==> config.mk <==
export PLATFORM = sky130hd
export DESIGN_NAME = snn_frame_ctrl
export DESIGN_NICKNAME = d
export VERILOG_FILES = /design/src/rtl/snn_frame_ctrl.sv
export SDC_FILE = /design/constraint.sdc
export NUM_CORES = 1
export LEC_CHECK = 0
export CAP_MARGIN = 20
export CORE_MARGIN = 2
export CORE_UTILIZATION = 30
export DETAILED_ROUTE_END_ITERATION = 7
export GPL_TIMING_DRIVEN = 0
export HOLD_SLACK_MARGIN = 0.08
export PLACE_DENSITY_LB_ADDON = 0.25
export SYNTH_ARGS = -nofsm -noshare
export SYNTH_HDL_FRONTEND = slang
export SYNTH_SLANG_ARGS = --single-unit
==> constraint.sdc <==
create_clock -name clk -period 2.5 [get_ports clk]
set_input_delay 0.25 -clock clk [delete_from_list [all_inputs] [get_ports clk]]
set_output_delay 0.25 -clock clk [all_outputs]
set_load 0.01 [all_outputs]
==> src/rtl/snn_frame_ctrl.sv <==
// snn_frame_ctrl: unpacks a bit-packed UART frame into the input RAM, runs the SNN core, and sends the digit as ASCII.
// Optional core watchdog: define SNN_TIMEOUT_EN.
module snn_frame_ctrl #(
   parameter int NUM_BITS    = 784,
   parameter int TIMEOUT_CYC = 65535
) (
   input  logic       clk,
   input  logic       rst_n,
   input  logic       rx_rdy,
   input  logic [7:0] rx_data,
   output logic       ram_we,
   output logic [9:0] ram_addr,
   output logic       ram_d,
   input  logic [9:0] core_addr,
   output logic       core_start,
   input  logic       core_done,
   input  logic [3:0] core_digit,
   input  logic       tx_rdy,
   output logic       tx_start,
   output logic [7:0] tx_data,
   output logic [3:0] digit,
   output logic       busy,
   output logic       ovr,
   output logic       err
);
   typedef enum logic [2:0] {IDLE, UNPACK, LOAD, START, WAIT_DONE, TX} state_t;
   localparam logic [9:0] LAST = 10'(NUM_BITS - 1);
   if (NUM_BITS % 8 != 0 || NUM_BITS > 1024 || TIMEOUT_CYC < 1 || TIMEOUT_CYC > 65535) begin : g_bad_cfg
      $error("snn_frame_ctrl: invalid NUM_BITS or TIMEOUT_CYC");
   end
   state_t     state_q, state_d;
   logic [7:0] shift_q, shift_d, hold_q, hold_d, tx_data_q, tx_data_d;
   logic [9:0] cnt_q, cnt_d;
   logic [3:0] digit_q, digit_d;
   logic       hold_full_q, hold_full_d, ovr_q, ovr_d, tmo;
`ifdef SNN_TIMEOUT_EN
   logic [15:0] tmo_q;
   logic        err_q;
   assign tmo = (state_q == WAIT_DONE) && (tmo_q == 16'(TIMEOUT_CYC));
   always_ff @(posedge clk or negedge rst_n) begin
      if (!rst_n) begin
         tmo_q <= '0;
         err_q <= 1'b0;
      end else begin
         tmo_q <= (state_q == WAIT_DONE) ? tmo_q + 16'd1 : '0;
         err_q <= (state_q == IDLE && rx_rdy) ? 1'b0 : err_q | (tmo & ~core_done);
      end
   end
   assign err = err_q;
`else
   assign tmo = 1'b0;
   assign err = 1'b0;
`endif
   always_comb begin
      state_d     = state_q;
      shift_d     = shift_q;
      hold_d      = hold_q;
      hold_full_d = hold_full_q;
      cnt_d       = cnt_q;
      digit_d     = digit_q;
      tx_data_d   = tx_data_q;
      ovr_d       = ovr_q | (rx_rdy & (state_q == START || state_q == WAIT_DONE || state_q == TX));
      ram_we      = 1'b0;
      ram_d       = 1'b0;
      ram_addr    = cnt_q;
      core_start  = 1'b0;
      tx_start    = 1'b0;
      case (state_q)
         IDLE: if (rx_rdy) begin
            shift_d = rx_data;
            ovr_d   = 1'b0;
            state_d = UNPACK;
         end
         UNPACK: begin
            ram_we  = 1'b1;
            ram_d   = shift_q[0];
            shift_d = {1'b0, shift_q[7:1]};
            cnt_d   = cnt_q + 10'd1;
            if (cnt_q[2:0] != 3'd7) begin
               if (rx_rdy && hold_full_q) ovr_d = 1'b1;
               else if (rx_rdy) begin
                  hold_d      = rx_data;
                  hold_full_d = 1'b1;
               end
            end else if (cnt_q == LAST) begin
               // a byte still pending past the frame end has nowhere to go
               ovr_d       = ovr_q | hold_full_q | rx_rdy;
               hold_full_d = 1'b0;
               state_d     = START;
            end else if (hold_full_q) begin
               shift_d     = hold_q;
               hold_d      = rx_data;
               hold_full_d = rx_rdy;
            end else if (rx_rdy) shift_d = rx_data;
            else state_d = LOAD;
         end
         LOAD: if (rx_rdy) begin
            shift_d = rx_data;
            state_d = UNPACK;
         end
         START: begin
            core_start = 1'b1;
            state_d    = WAIT_DONE;
         end
         WAIT_DONE: begin
            ram_addr = core_addr;
            if (core_done) begin
               digit_d = core_digit;
               state_d = TX;
            end else if (tmo) begin
               digit_d = 4'hF;
               state_d = TX;
            end
         end
         TX: if (tx_rdy) begin
            tx_start  = 1'b1;
            tx_data_d = 8'h30 + {4'h0, digit_q};
            cnt_d     = '0;
            state_d   = IDLE;
         end
         default: state_d = IDLE;
      endcase
   end
   always_ff @(posedge clk or negedge rst_n) begin
      if (!rst_n) begin
         state_q     <= IDLE;
         shift_q     <= '0;
         hold_q      <= '0;
         hold_full_q <= 1'b0;
         cnt_q       <= '0;
         digit_q     <= '0;
         tx_data_q   <= '0;
         ovr_q       <= 1'b0;
      end else begin
         state_q     <= state_d;
         shift_q     <= shift_d;
         hold_q      <= hold_d;
         hold_full_q <= hold_full_d;
         cnt_q       <= cnt_d;
         digit_q     <= digit_d;
         tx_data_q   <= tx_data_d;
         ovr_q       <= ovr_d;
      end
   end
   assign digit   = digit_q;
   assign tx_data = tx_data_q;
   assign ovr     = ovr_q;
   assign busy    = state_q != IDLE;
endmodule

After elaboration in Yosys (flattened, before gate mapping) --
Index checks and enable logic that the tools add are counted.
Operators by class: add/sub/neg operators 2, equal/unequal tests 16, multiplexer cells 36, bitwise gates (word level) 4, reduce and logical (&&, ||, !) cells 16
Operators with widths (count):
- two-way mux 8 bit | 9
- two-way mux 3 bit | 7
- two-way mux 10 bit | 2
- one-hot mux 10 bit (2 select lines) | 1
- one-hot mux 8 bit (2 select lines) | 1
- one-hot mux 3 bit (5 select lines) | 1
- two-way mux 1 bit | 14
- inequality test 2 bit (second input constant) | 6
- adder 10 x 1 -> 10 bit (second input constant) | 1
- == test 10 bit (second input constant) | 1
- inequality test 3 bit (second input constant) | 3
- AND reduction 2 bit | 4
- adder 6 x 4 -> 7 bit (first input constant) | 1
- == test 3 x 2 -> 1 bit (second input constant) | 2
- == test 3 bit (second input constant) | 2
- AND reduction 6 bit | 1
- nonzero test 2 bit | 3
- AND reduction 5 bit | 1
- == test 3 x 1 -> 1 bit (second input constant) | 1
- logical NOT 3 bit | 1
- OR 1 bit | 3
- AND reduction 3 bit | 1
- nonzero test 3 bit | 1
- logical OR 1 bit | 2
- other kinds (5) | 5
Word-level totals: register bits 43, input port bits 27, output and inout port bits 29, logic and storage cells 82

Logic depth before layout (Yosys ltp) --
Gate-level depths: netlist of the first run.
depth in word-level cells 8, gate-level depth with buffers 7, gate-level depth less buffers 6

Least setup slack after synthesis of the first run --
Ideal clock, no wire load.
kind register -> register, from reg cnt_q[0], to reg hold_q[0], setup time 125 ps, arrival time 1717 ps, required time 2375 ps, path slack 658 ps, stages on the path, launching flop included 7, path buffers 0, period minus slack after synthesis 1842 ps, cells stage by stage dfrtp_1 -> ha_1 -> ha_1 -> nand2_1 -> a31oi_1 -> o21ai_4 -> mux2_2
On the way: word-level cells in the longest chain between the ends 3, elaborated cells on any way between the ends 8, those cells by class eq/ne: 5; mux: 1; reduce/logical: 2
RTL lines:
- start: declaration | RTL line 33 | logic [9:0] cnt_q, cnt_d;
- start signal: assignment | RTL line 139 | cnt_q <= cnt_d;
- == test 10 bit / inequality test 3 bit (equally long branches) | RTL line 85, 79
- inequality test 2 bit (no source line) / nonzero test 2 bit (equally long branches)
- AND reduction 5 bit (no source line)
- end signal: assignment | RTL line 137 | hold_q <= hold_d;
- end: declaration | RTL line 32 | logic [7:0] shift_q, shift_d, hold_q, hold_d, tx_data_q, tx_data_d;
Parallel ways exist; a longest one is shown, timed or not. A chain may end at the register's enable or synchronous reset.

Worst setup path in the final report of the first run --
from reg state_q[1], to out ram_addr[9]
On the way: word-level cells in the longest chain between the ends 2
RTL lines:
- start: declaration | RTL line 31 | state_t state_q, state_d;
- start signal: assignment | RTL line 135 | state_q <= state_d;
- == test 3 bit | RTL line 68 | case (state_q)
- two-way mux 10 bit | RTL line 68
- end: declaration | RTL line 12 | output logic [9:0] ram_addr,
Every way passes these cells.

==> results of run 1 <==
## placed cells by master, fill, tap and decap left out, types with 3 or more instances in the layout
cell,Yosys,layout
buf_2,6,5
nor2_1,14,12
clkbuf_8,0,5
buf_4,6,7
mux2_2,19,19
o21ai_0,4,4
o22a_1,5,5
nor2b_1,3,3
clkdlybuf4s50_1,0,42
o221a_2,5,5
xnor2_1,3,3
dfrtp_1,40,40
nor4_1,3,3
dlymetal6s2s_1,0,8
a22o_1,3,3
inv_1,8,8
nand2_1,9,9
a21oi_1,3,3
conb_1,1,3
nand3_1,4,4
o21ai_1,3,3
mux2_1,5,5
and2_1,3,3
## metal layers
metal / share of wire (%) / track usage (%) / vias up / wire length, µm
met1: 46 / 19.1 / 854 / 2370
met4: 0.76 / 3.26 / 0 / 39
met2: 49 / 22.4 / 40 / 2500
li1: - / - / 846 / -
met5: 0 / 0 / - / 0
met3: 4.0 / 3.79 / 4 / 203
## registers in the layout (all words and copies together) (netlist names)
signal,cells
digit,4
state_q,3
hold_full_q,1
hold_q,8
cnt_q,10
tx_data,5
shift_q,8
ovr,1
## worst paths after layout
kind	from	cells past startpoint	end
hold / removal	rx_rdy	2	hold_full_q
setup / recovery	state_q[1]	6	ram_addr[9]
setup reg to reg	cnt_q[0]	6	hold_q[4]
hold reg to reg	tx_data[3]	1	tx_data[3]
min in group asynchronous	rst_n	2	cnt_q[7]
max in group asynchronous	rst_n	3	ovr
## where the power goes
group	switching [mW]	internal [mW]
combinational	0.765	0.961
clock	0.216	0.190
sequential	0.224	0.940
## what timing repair did
action,CTS,global route
gates cloned,0,0
setup buffers,0,2
endpoints found under the setup margin,11,10
hold buffers,1,0
pin swaps,0,1
resized for setup,5,12
endpoints found under the hold margin,19,0
## final cells by class
cell class	instances	area (µm²)
clock buffers	6	72.6
inverters	9	36.3
repair buffers	55	578
flip-flops and latches	40	1000
fillers	694	4170
plain buffers	12	80.1
multi-input cells	136	1100
well taps	99	124
clock inverters	1	5.00
## kinds of logic after synthesis
family                   synth area share (%)
XOR/XNOR                                 2.00
flip-flops                               45.6
adder cells (fa/ha/maj)                  1.14
multiplexers                             13.2
buffers and inverters                    5.19
AO/OA/AOI/OAI                            18.8
AND/OR/NAND/NOR                          13.9
other                                   0.171
## critical path, cell delays in order (launching register included)
cell             delay, ns
dfrtp_1               0.38
buf_4                 0.17
nand2b_2              0.24
nor2_4                0.17
buf_4                 0.12
mux2_2                0.31
clkdlybuf4s50_1       0.47
==> flow_summary.json, run 1 <==
{
  "yosysMostFrequentCell": "dfrtp_1",
  "fmax_mhz": 415,
  "rows": 31,
  "final_nets": 288,
  "report.final.slew_viol_count": 0,
  "required_ns": 2.25,
  "fin_ws_ns": 0.0885,
  "postRouteAntennaNets": 0,
  "antenna_found_initial": 0,
  "avgViaCountPerCell": 4.87,
  "drcViolationCount": 0,
  "clk_path_buf_depth": 2,
  "worst_clock_skew_ns": 0.00738,
  "vias": 1744,
  "cts.sinks": 40,
  "worst_pin_slew_ns": 0.626,
  "yosysSeqAreaShare_pct": 45.6,
  "drt_iter0_markers": 56,
  "worstSetupStartpointType": "flip-flop",
  "grt_usage_pct": 14.0,
  "yosysWarnings": 0,
  "drt-total-wl_um": 5110,
  "postPlaceCellArea_um2": 2860,
  "cts.clk_slew.worst_paths_ns": 0.08,
  "cp-end-kind": "primary output",
  "globalRoute.totalOverflow": 0,
  "powerDensity_nw_per_um2": 1100,
  "cp_data_arrival_time_ns": 2.16,
  "hp-class": "in -> reg",
  "coreArea_um2": 7180,
  "whs_ns": 0.327,
  "relSlewSlack_pct": 58.0,
  "wl_per_cell_um": 14.3,
  "syn-instance-count": 196,
  "avgSynthCellArea_um2": 11.2,
  "fin_area_um2": 3000,
  "finalHoldViolCount": 0,
  "grt_first_pass_wirelength_um": 8610,
  "hpwl_um": 3760,
  "layoutNonFillerInstCount": 358,
  "antenna_cells": 0,
  "area_delta_synth_final_pct": 36.8,
  "drv_cap": 0,
  "r2r_setup_slack_ns": 0.39,
  "final.period_utilization_pct": 96.5,
  "power_mw": 3.30,
  "setup_viol": 0,
  "insertion_delay_ns": 0.29,
  "cts-root-buf": "clkbuf_8",
  "status": "completed",
  "cts_tree": "built",
  "die_height_um": 89.5,
  "die_x_um": 89.5,
  "io_pins": 56,
  "dieArea_um2": 8020,
  "synth_seq_cells": 40,
  "synthArstFlopShare_pct": 100,
  "synth_area_leader_cell": "dfrtp_1",
  "utilization_pct": 41.8,
  "crit_path_max_fanout": 10,
  "htreeDepth": 2,
  "rsz0062_at_grt": "no",
  "synth_top_area_share_pct": 45.6,
  "synth_ff_type": "dfrtp_1",
  "grt_pass1_vias": 1725,
  "grt_max_degree": 22,
  "fin_setup_tns_ns": 0,
  "synth_cell_types": 58,
  "dp_cells": 349,
  "p_leak_nw": 1.34,
  "portBuffers": 51,
  "vdd_drop_max_mv": 0.367,
  "syn_area_um2": 2190,
  "crit_type": "reg -> out",
  "drt_pre_antenna_iters": 4,
  "drive_above_1_share_pct": 22.4,
  "start_util_pct": 30.6,
  "finalWorstPathRequiredPeriod_ns": 2.41,
  "cts_buffers": 5,
  "gp_congestion": 0.770,
  "pre_cts_slack_ns": 0.157,
  "synth_area_leaders": "dfrtp_1 46%, mux2_2 9.7%, mux2_1 2.6%",
  "synth-edff-count": 0,
  "synth_common_cells": "40 x dfrtp_1, 19 x mux2_2, 14 x nor2_1, 9 x nand2_1, 8 x inv_1"
}
Power figures use the tool's default switching activity.
==> inputs of run 2 (changes only) <==
--- a/config.mk
+++ b/config.mk
@@ -9,6 +9,7 @@
 export CORE_MARGIN = 2
 export CORE_UTILIZATION = 30
 export DETAILED_ROUTE_END_ITERATION = 7
+export GPL_ROUTABILITY_DRIVEN = 0
 export GPL_TIMING_DRIVEN = 0
 export HOLD_SLACK_MARGIN = 0.08
 export PLACE_DENSITY_LB_ADDON = 0.25
==> constraint.sdc (replaced) <==
create_clock -name clk -period 3 [get_ports clk]
set_input_delay 0.3 -clock clk [delete_from_list [all_inputs] [get_ports clk]]
set_output_delay 0.3 -clock clk [all_outputs]
set_load 0.01 [all_outputs]
==> run 2 against run 1 <==
Compared with the run above: via count decreased by 0.57%; core utilization decreased by 0.77 points; setup slack improved by 0.18 ns; die area unchanged; sequential share of layout area increased by 0.62 points; global-route usage about the same; critical path type unchanged; final area decreased by 1.8%; wire length decreased by 1.0%; non-clock buffer count decreased by 1.
==> flow_summary.json, run 2 (same netlist as run 1, synthesis figures left out) <==
{
  "portBuffers": 51,
  "fin_ws_ns": 0.271,
  "drcViolationCount": 0,
  "crit_type": "reg -> out",
  "insertion_delay_ns": 0.30,
  "utilization_pct": 41.1,
  "post-cts-setup-buffers": 0,
  "fmax_mhz": 366,
  "powerDensity_nw_per_um2": 930,
  "start_util_pct": 30.6,
  "dp_cells": 349,
  "die_height_um": 89.5,
  "reg2reg_depth": 6,
  "worst_pin_slew_ns": 0.624,
  "cts_resized": 0,
  "p_leak_nw": 1.23,
  "holdBufCountCts": 1,
  "setup_viol": 0,
  "globalRoute.totalOverflow": 0,
  "vdd_drop_max_mv": 0.306,
  "drt_iter0_markers": 67,
  "rows": 31,
  "postRouteAntennaNets": 0,
  "drt-total-wl_um": 5060,
  "fin_setup_tns_ns": 0,
  "cts_buffers": 5,
  "cts-root-buf": "clkbuf_8",
  "hold_depth": 2,
  "final_nets": 287,
  "worstSetupStartpointType": "flip-flop",
  "seqCellArea_um2": 1000,
  "vias": 1734,
  "finalWorstPathRequiredPeriod_ns": 2.73,
  "io_pins": 56,
  "multiInputGateArea_um2": 1090,
  "worst_clock_skew_ns": 0.00792,
  "grt_usage_pct": 14.1,
  "drv_cap": 0,
  "power_mw": 2.74,
  "wl_per_cell_um": 14.2,
  "final_cell_mix": "50 x clkdlybuf4s50_1, 40 x dfrtp_1, 19 x mux2_2, 14 x nor2_1, 9 x nand2_1",
  "drive_above_1_share_pct": 20.9,
  "grt_max_degree": 22,
  "largest_reg_flops": 10,
  "clk_path_buf_depth": 2,
  "biggestRegsByFlops": "cnt_q: 10 flops, hold_q: 8 flops, shift_q: 8 flops",
  "largest-register": "cnt_q",
  "layout_commonest_cell": "clkdlybuf4s50_1",
  "pre_cts_slack_ns": 0.589,
  "status": "completed",
  "fill_cells": 693,
  "drt_pre_antenna_iters": 4,
  "rsz0062_at_grt": "no",
  "report.final.slew_viol_count": 0,
  "antenna_found_initial": 0,
  "cts.sinks": 40,
  "dieArea_um2": 8020,
  "required_ns": 2.70,
  "final.period_utilization_pct": 91.0,
  "finalHoldViolCount": 0,
  "relSlewSlack_pct": 58.1,
  "postPlaceCellArea_um2": 2860,
  "die_x_um": 89.5,
  "htreeDepth": 2,
  "avgViaCountPerCell": 4.86,
  "area_delta_synth_final_pct": 34.3,
  "fin_area_um2": 2950,
  "grt_first_pass_wirelength_um": 8640,
  "cts_tree": "built",
  "hp-class": "in -> reg",
  "hpwl_um": 3760,
  "whs_ns": 0.374,
  "cp_data_arrival_time_ns": 2.43,
  "coreArea_um2": 7180,
  "layoutNonFillerInstCount": 357,
  "crit_path_max_fanout": 10,
  "cts.clk_slew.worst_paths_ns": 0.08,
  "cp-end-kind": "primary output",
  "antenna_cells": 0,
  "grt_pass1_vias": 1729
}
run 2: worst paths after layout:
path / startpoint / to / slack [ns]
min reg2reg: tx_data[3] / tx_data[3] / 0.49
max reg2reg: cnt_q[0] / hold_q[0] / 0.88
min in group asynchronous: rst_n / cnt_q[7] / 0.50
max in group asynchronous: rst_n / hold_full_q / 2.01
max: state_q[1] / ram_addr[1] / 0.27
min: rx_rdy / hold_full_q / 0.37
run 2: metal layers:
layer	vias up	global-route usage (%)	part of all wire, %
met2	48	22.5	47
met3	4	3.79	5.3
met4	0	3.26	1.1
met1	843	19.1	47
li1	839	-	-
met5	-	0	0
run 2: cell type report:
| cell class | count | area share, % |
|---|---|---|
| buffer | 13 | 2.68 |
| clock buffer | 6 | 2.46 |
| clock inverter | 1 | 0.170 |
| inverter | 9 | 1.19 |
| multi-input combinational | 136 | 36.9 |
| sequential | 40 | 34.0 |
| tap | 99 | 4.20 |
| timing repair buffer | 53 | 18.4 |
run 2: worst max-delay path, stage by stage (launching register included):
cell and delay [ns]:
dfrtp_1 0.38, buf_4 0.17, nand2b_1 0.19, nor2_1 0.26, buf_2 0.29, mux2_2 0.36
clkdlybuf4s50_1 0.48
run 2: where the power goes:
part	switching [mW]	total (mW)	internal [mW]
sequential	0.188	0.971	0.784
combinational	0.623	1.43	0.807
clock	0.182	0.340	0.158
total	0.992	2.74	1.75
